## src/rtl/flag_cond_sequencer.sv

```systemverilog
// Two-phase fetch/execute sequencer: latches instructions, evaluates jump conditions
// against the stored C/Z flags, and keeps saturating branch/taken debug counters.
module flag_cond_sequencer #(
  parameter int          INSTR_W      = 8,
  parameter int          CNT_W        = 8,
  parameter logic [15:0] FLAG_WR_MASK = 16'hF0FC
) (
  input  logic               clk,
  input  logic               reset,
  input  logic               halt_req,
  input  logic [INSTR_W-1:0] instr,
  input  logic               c_flag,
  input  logic               z_flag,
  input  logic               cnt_clr,
  output logic               ir_en,
  output logic               pc_inc,
  output logic               pc_load,
  output logic [INSTR_W-5:0] jump_addr,
  output logic               flags_en,
  output logic               exec_phase,
  output logic [CNT_W-1:0]   branch_cnt,
  output logic [CNT_W-1:0]   taken_cnt
);

  typedef enum logic [1:0] {
    ST_HALT  = 2'd0,
    ST_FETCH = 2'd1,
    ST_EXEC  = 2'd2
  } state_t;

  localparam logic [3:0] OP_JC  = 4'h0;
  localparam logic [3:0] OP_JNC = 4'h1;
  localparam logic [3:0] OP_JZ  = 4'h8;
  localparam logic [3:0] OP_JNZ = 4'h9;
  localparam logic [3:0] OP_JMP = 4'hA;

  state_t               r_state;
  state_t               w_state_next;
  logic [INSTR_W-1:0]   r_ir;
  logic [CNT_W-1:0]     r_branch_cnt;
  logic [CNT_W-1:0]     r_taken_cnt;
  logic [3:0]           w_opcode;
  logic                 w_is_jump;
  logic                 w_cond;

  assign w_opcode = r_ir[INSTR_W-1 -: 4];

  always_comb begin
    w_is_jump = 1'b0;
    w_cond    = 1'b0;
    case (w_opcode)
      OP_JC:   begin w_is_jump = 1'b1; w_cond = c_flag;  end
      OP_JNC:  begin w_is_jump = 1'b1; w_cond = !c_flag; end
      OP_JZ:   begin w_is_jump = 1'b1; w_cond = z_flag;  end
      OP_JNZ:  begin w_is_jump = 1'b1; w_cond = !z_flag; end
      OP_JMP:  begin w_is_jump = 1'b1; w_cond = 1'b1;    end
      default: begin w_is_jump = 1'b0; w_cond = 1'b0;    end
    endcase
  end

  always_ff @(posedge clk or negedge reset) begin
    if (!reset) begin
      r_state <= ST_HALT;
    end else begin
      r_state <= w_state_next;
    end
  end

  // Strobes decode purely from state and IR so an async reset drops them at once.
  always_comb begin
    w_state_next = r_state;
    ir_en        = 1'b0;
    pc_inc       = 1'b0;
    pc_load      = 1'b0;
    flags_en     = 1'b0;
    exec_phase   = 1'b0;
    case (r_state)
      ST_HALT: begin
        w_state_next = halt_req ? ST_HALT : ST_FETCH;
      end
      ST_FETCH: begin
        ir_en        = 1'b1;
        pc_inc       = 1'b1;
        w_state_next = ST_EXEC;
      end
      ST_EXEC: begin
        exec_phase   = 1'b1;
        pc_load      = w_is_jump && w_cond;
        flags_en     = FLAG_WR_MASK[w_opcode];
        w_state_next = halt_req ? ST_HALT : ST_FETCH;
      end
      default: begin
        w_state_next = ST_HALT;
      end
    endcase
  end

  always_ff @(posedge clk or negedge reset) begin
    if (!reset) begin
      r_ir <= '0;
    end else if (ir_en) begin
      r_ir <= instr;
    end
  end

  always_ff @(posedge clk or negedge reset) begin
    if (!reset) begin
      r_branch_cnt <= '0;
      r_taken_cnt  <= '0;
    end else if (cnt_clr) begin
      r_branch_cnt <= '0;
      r_taken_cnt  <= '0;
    end else begin
      if (exec_phase && w_is_jump && (r_branch_cnt != {CNT_W{1'b1}})) begin
        r_branch_cnt <= r_branch_cnt + CNT_W'(1);
      end
      if (pc_load && (r_taken_cnt != {CNT_W{1'b1}})) begin
        r_taken_cnt <= r_taken_cnt + CNT_W'(1);
      end
    end
  end

  assign jump_addr  = r_ir[INSTR_W-5:0];
  assign branch_cnt = r_branch_cnt;
  assign taken_cnt  = r_taken_cnt;

endmodule

```

## config.mk

```make
export PLATFORM = sky130hd
export DESIGN_NAME = flag_cond_sequencer
export DESIGN_NICKNAME = d
export VERILOG_FILES = /design/src/rtl/flag_cond_sequencer.sv
export SDC_FILE = /design/constraint.sdc
export NUM_CORES = 1
export LEC_CHECK = 0
export CAP_MARGIN = 15
export CORE_AREA = 5 5 81 83
export DETAILED_ROUTE_END_ITERATION = 16
export DIE_AREA = 0 0 86 88
export DONT_BUFFER_PORTS = 1
export HOLD_SLACK_MARGIN = 0.1
export PLACE_DENSITY_LB_ADDON = 0.08
export SETUP_SLACK_MARGIN = 0.02
export SLEW_MARGIN = 20
export SYNTH_ARGS = -nofsm -noshare
export SYNTH_HDL_FRONTEND = slang
export SYNTH_SLANG_ARGS = --single-unit
```

## constraint.sdc

```tcl
create_clock -name clk -period 1.95 [get_ports clk]
set_input_delay 0.585 -clock clk [delete_from_list [all_inputs] [get_ports clk]]
set_output_delay 0.585 -clock clk [all_outputs]
set_load 0.1 [all_outputs]
```

==> results of run 1 <==
-- synth_stat cells (all sizes together), types with 4 or more instances --
| cell | n |
|---|---|
| nand2 | 5 |
| inv | 4 |
| nor2 | 11 |
| o21ai | 5 |
| mux2 | 7 |
| a21oi | 9 |
| xor2 | 4 |
| and4 | 4 |
| nand3 | 5 |
| buf | 6 |
| dfrtp | 26 |
-- routing by layer --
layer  wire length (um)  global-route usage [%]  vias up
met5                  0                       0        -
met4                 34                    2.88        0
li1                   -                       -      543
met2               1750                    17.3       36
met1               1420                    10.9      547
met3                286                    4.05        4
-- layout by cell type, fill, tap and decap left out, types with 3 or more instances in the layout --
cell / Yosys / routed
buf_4: 5 / 34
dfrtp_2: 0 / 14
dfrtp_1: 26 / 12
nor2_1: 11 / 9
a21oi_1: 9 / 7
mux2_1: 7 / 7
buf_12: 0 / 6
nand2_1: 5 / 5
nand3_1: 5 / 5
and4_1: 4 / 4
xor2_1: 4 / 4
o21ai_1: 3 / 4
clkbuf_8: 0 / 4
nand2b_4: 1 / 3
inv_1: 4 / 3
o31ai_1: 3 / 3
xnor2_1: 3 / 3
or4_1: 3 / 3
-- power breakdown --
part / total (mW) / switching, mW / internal (mW)
Combinational: 0.321 / 0.173 / 0.148
Clock: 0.366 / 0.185 / 0.181
Sequential: 0.740 / 0.166 / 0.574
-- repair_timing --
action / 4_1_cts / 5_1_grt
resized for setup: 3 / 5
pin swaps: 4 / 3
hold buffers: 1 / 0
hold endpoints to repair: 26 / 0
buffers inserted: 4 / 1
endpoints found under the setup margin: 2 / 7
-- logic make-up after synthesis --
kind of cell    Yosys count  synth area share, %
simple gates             47                 20.4
compound gates           27                 14.6
flops                    26                 47.4
buf+inv                  13                 4.92
mux                       8                 6.47
xor+xnor                  7                 4.46
fa+ha+maj                 2                 1.82
-- state kept, by name, indices dropped and copies added, names as in the netlist --
name,cells
branch_cnt,8
r_ir,8
taken_cnt,8
r_state,2
-- final timing paths --
| path | startpoint | to | slack (ns) | cells past startpoint |
|---|---|---|---|---|
| worst max-delay path | r_ir[4] | pc_load | -0.21 | 5 |
| worst min-delay path | reset | taken_cnt[5] | 0.11 | 1 |
| worst max register to register | r_ir[4] | taken_cnt[6] | 0.06 | 6 |
| worst min register to register | r_state[0] | r_state[0] | 0.52 | 2 |
| max in group asynchronous | reset | branch_cnt[3] | 1.67 | 1 |
| min in group clk | cnt_clr | taken_cnt[4] | 0.35 | 1 |
-- through the flow --
step           cells  hold slack (ns)  power, mW  setup TNS, ns
2_1_floorplan    130            0.289      0.968         -0.378
5_1_grt          240            0.104       1.50         -0.374
6_report         240            0.111       1.43         -0.207
3_3_place_gp     230            0.290       1.04        -0.0740
3_5_place_dp     230            0.290       1.04        -0.0772
4_1_cts          239            0.107       1.45         -0.220
-- area by class of cell --
type	instances	area, um^2
clock buffers	4	55.1
fillers	603	3830
inverters	4	18.8
multi-input cells	91	737
flip-flops and latches	26	668
well taps	75	93.8
repair buffers	40	375
-- critical path: cells and delay by family, from the launching register on --
kind,cells,cell delay [ns]
and+or+nand+nor,1,0.20
buffers and inverters,2,0.27
AOI/OAI and AO/OA,2,0.38
DFF,1,0.44
==> key figures, run 1 <==
Status
  – Status: finished with violations
  – Failing checks: negative setup slack

STA
  – Final hold violations: 0
  – Fin crit share: 111%
  – Final setup viols: 1
  – Slew HR: 40.0%
  – Max Freq: 464 MHz
  – Tightest Pin Transition: 0.900 ns
  – Fin crit period: 2.16 ns
  – RSZ-0062 raised after global routing: yes
  – Final worst slack: -0.207 ns
  – Worst Clk Skew: 0.00153 ns
  – Fin. max-slew vios: 0

Floorplan
  – Die Wd: 86 um
  – FP Rows: 28
  – Initial core utilization: 23.8%
  – Die Y: 88 um
  – Io pins: 39
  – Die area: 7570 um^2
  – Core ar.: 5780 um^2

Route
  – Vias: 1130
  – WL/cell: 14.5 um
  – DRT Pass-1 Iters: 4
  – First DRT Iteration DRCs: 13
  – Final antenna-violating net count: 0
  – Vias per std cell: 4.71
  – DRC violations left: 0
  – Routed WL: 3490 um

Global routing
  – Global route overflow: 0
  – Largest net degree at the start of global routing: 27
  – Vias in the first global route: 1197
  – First-pass GRT wire length: 5830 um
  – Initial antenna violation count: 0
  – Total track usage: 9.84%

Layout
  – Layout area overhead: 41.8%
  – # diodes: 0
  – Layout cells sized above 1: 45.5%
  – Post-route cell area: 1950 um^2
  – Core Util, Final: 33.7%
  – NumNets Final: 182

Clocking
  – H-tree depth: 1
  – Clock latency at the later pin of the worst-skew pair: 0.27 ns
  – Clk buf depth: 2
  – CTS Buf Count: 3
  – Worst-path clk slew: 0.10 ns
  – Clk root buf: clkbuf_8
  – TritonCTS clock tree: done
  – Clock Sinks: 26

Synthesis
  – Area fraction of the dominant cell type after synthesis: 47.4%
  – Post-synth cell types: 42
  – Cell taking the most area after synthesis: dfrtp_1
  – Post-Synthesis Net Count: 146
  – Ys Warns: 0
  – Post-synth EDFFs: 0
  – Dominant cells by area after synthesis: dfrtp_1 (47%), mux2_1 (5.7%), a21oi_1 (3.3%), nor2_1 (3.0%), buf_4 (2.7%)
  – Synthesized area: 1370 um^2
  – Seq/Total Area, Yosys: 47.4%
  – Post-Syn Instances: 130
  – Yosys reg bits: 26
  – Avg Cell Area, Syn: 10.6 um^2
  – Async S/R FF share, synth: 100%
  – Synth Flop Type: dfrtp_1

Setup path
  – Crit path largest cell delay: 0.44 ns
  – Required time worst endpoint: 1.36 ns
  – CP Max Fanout: 4
  – Cells along the critical path: nand2b_4 -> a211oi_4 -> o21ai_4 -> clkinvlp_4 -> buf_12
  – Crit path DAT: 1.57 ns
  – Setup CP Type: reg2out
  – Crit end category: primary output
  – Slowest stage cell on the critical path: dfrtp_1
  – Critical Path Source Type: flop

Place
  – Gpl congestion: 0.759
  – Detailed placer's ending HPWL: 2650 um
  – Worst slack, placed: -0.0772 ns
  – Dpl cell area: 1810 um^2
  – I/O Buffers: 0

Power
  – Maximum vdd drop: 0.551 mV
  – Pwr dens: 733 nW/um^2
  – Leak Pwr: 0.795 nW

Worst hold path
  – HP Class: in2async

Flow run
  – Max-cap viol count: 0
Note: power is estimated with default switching activity, not from simulation.
==> inputs of run 2 (changes only) <==
- GPL_TIMING_DRIVEN: not set -> 0
==> key figures, run 2 (synthesis gave the netlist of run 1 again) <==
Global routing
  – Largest net degree at the start of global routing: 27 (unchanged)
  – Initial antenna violation count: 1 (+1)
  – Global route overflow: 0 (unchanged)
  – First-pass GRT wire length: 5980 um (+2.5%)
  – Total track usage: 10.1% (+0.24 points)
  – Vias in the first global route: 1132 (-5.4%)

Setup path
  – Crit path DAT: 1.66 ns (+0.09 ns)
  – Setup CP Type: reg2out
  – Required time worst endpoint: 1.36 ns (about the same)
  – R2r setup slk: -0.02 ns (-0.08 ns)
  – CP Max Fanout: 4 (unchanged)
  – Crit end category: primary output
  – Critical Path Source Type: flop

Floorplan
  – FP Rows: 28 (unchanged)
  – Die Wd: 86 um (unchanged)
  – Die Y: 88 um (unchanged)
  – Io pins: 39 (unchanged)
  – Core ar.: 5780 um^2 (unchanged)
  – Initial core utilization: 23.8% (unchanged)
  – Die area: 7570 um^2 (unchanged)

Clocking
  – Worst-path clk slew: 0.10 ns (about the same)
  – Clock latency at the later pin of the worst-skew pair: 0.27 ns (about the same)
  – H-tree depth: 1 (unchanged)
  – Clk root buf: clkbuf_8
  – Clock Sinks: 26 (unchanged)
  – Clk buf depth: 2 (unchanged)
  – CTS Buf Count: 3 (unchanged)
  – TritonCTS clock tree: done

Route
  – Routed WL: 3580 um (+2.6%)
  – Vias: 1075 (-4.9%)
  – DRC violations left: 0 (unchanged)
  – DRT Pass-1 Iters: 4 (unchanged)
  – First DRT Iteration DRCs: 23 (+10)
  – WL/cell: 16.0 um (+9.9%)
  – Final antenna-violating net count: 0 (unchanged)
  – Vias per std cell: 4.80 (+1.9%)

Layout
  – Core Util, Final: 32.7% (-1.0 points)
  – Most frequent cells in the layout: buf_4 (14), dfrtp_4 (11), nor2_1 (9)
  – Layout area overhead: 37.5%
  – NumNets Final: 165 (-9.3%)
  – Layout cells sized above 1: 48.6% (+3.2 points)
  – Filler cell count: 590 (-2.2%)
  – Most common cell after layout, fill and taps aside: buf_4

STA
  – Final setup viols: 4 (+3)
  – Max Freq: 446 MHz (-3.8%)
  – Worst Clk Skew: 0.00427 ns (+0.00274 ns)
  – Final hold violations: 0 (unchanged)
  – Tightest Pin Transition: 0.609 ns (-0.291 ns)
  – RSZ-0062 raised after global routing: yes
  – Slew HR: 59.3% (+19 points)
  – Final worst slack: -0.293 ns (-0.0856 ns)
  – Fin crit period: 2.24 ns (+0.0856 ns)
  – Fin crit share: 115% (+4.4 points)
  – Fin. max-slew vios: 0 (unchanged)
  – Hold_ws: 0.115 ns (+0.00400 ns)

Power
  – Maximum vdd drop: 0.389 mV (-29%)
  – Leak Pwr: 0.675 nW (-15%)
  – Power, Total: 1.42 mW (-0.41%)
  – Pwr dens: 752 nW/um^2 (+2.7%)

Place
  – Detailed placer's ending HPWL: 2430 um (-8.4%)
  – Gpl congestion: 0.700 (-7.8%)
  – I/O Buffers: 0 (unchanged)
  – Worst slack, placed: -0.315 ns (-0.238 ns)

Flow run
  – Max-cap viol count: 0 (unchanged)

Status
  – Failing checks: negative setup slack
  – Status: finished with violations

Worst hold path
  – HP Class: in2async
-- run 2: stage by stage --
| step | setup TNS (ns) | area [um^2] | cells |
|---|---|---|---|
| 5_1_grt | -0.960 | 1890 | 223 |
| 6_report | -0.551 | 1890 | 224 |
| 3_3_place_gp | -1.21 | 1530 | 205 |
| 3_5_place_dp | -1.43 | 1530 | 205 |
| 2_1_floorplan | -0.378 | 1440 | 130 |
| 4_1_cts | -0.489 | 1770 | 218 |
-- run 2: where the power goes --
group	total [mW]	internal, mW	switching, mW
logic	0.452	0.161	0.291
clock network	0.326	0.147	0.180
registers	0.644	0.580	0.0641
-- run 2: timing repair --
action	in CTS	in global routing
cloned	1	0
resized for setup	32	18
endpoints found under the hold margin	26	0
setup buffers	8	5
hold buffers	1	0
pin swaps	6	7
endpoints found under the setup margin	16	9
-- run 2: final timing paths --
check / start / to / cells after the start
max: r_ir[7] / pc_load / 4
min: reset / taken_cnt[6] / 1
max reg2reg: r_ir[4] / taken_cnt[4] / 7
min reg2reg: r_ir[2] / r_ir[2] / 1
max in group asynchronous: reset / branch_cnt[0] / 1
min in group clk: halt_req / r_state[0] / 1
-- run 2: worst max-delay path, stage by stage, from the launching register on --
cell and delay (ns):
dfrtp_2 0.47, nor2b_4 0.16, o32ai_4 0.12, o21ai_4 0.18, clkinvlp_4 0.46
-- run 2: layout make-up --
class                      instances  area, um^2  share of cell area (%)
multi-input combinational         91         791                    41.9
antenna                            1        2.50                   0.132
tap                               75        93.8                    4.97
sequential                        26         702                    37.2
clock buffer                       4        45.0                    2.38
buffer                             8        90.1                    4.77
inverter                           4        22.5                    1.19
timing repair buffer              15         143                    7.55
-- run 2: metal layers --
| layer | wire [um] | global-route usage [%] |
|---|---|---|
| met5 | 0 | 0 |
| met4 | 45 | 3.45 |
| met3 | 291 | 4.14 |
| met2 | 1770 | 16.2 |
| met1 | 1480 | 12.2 |
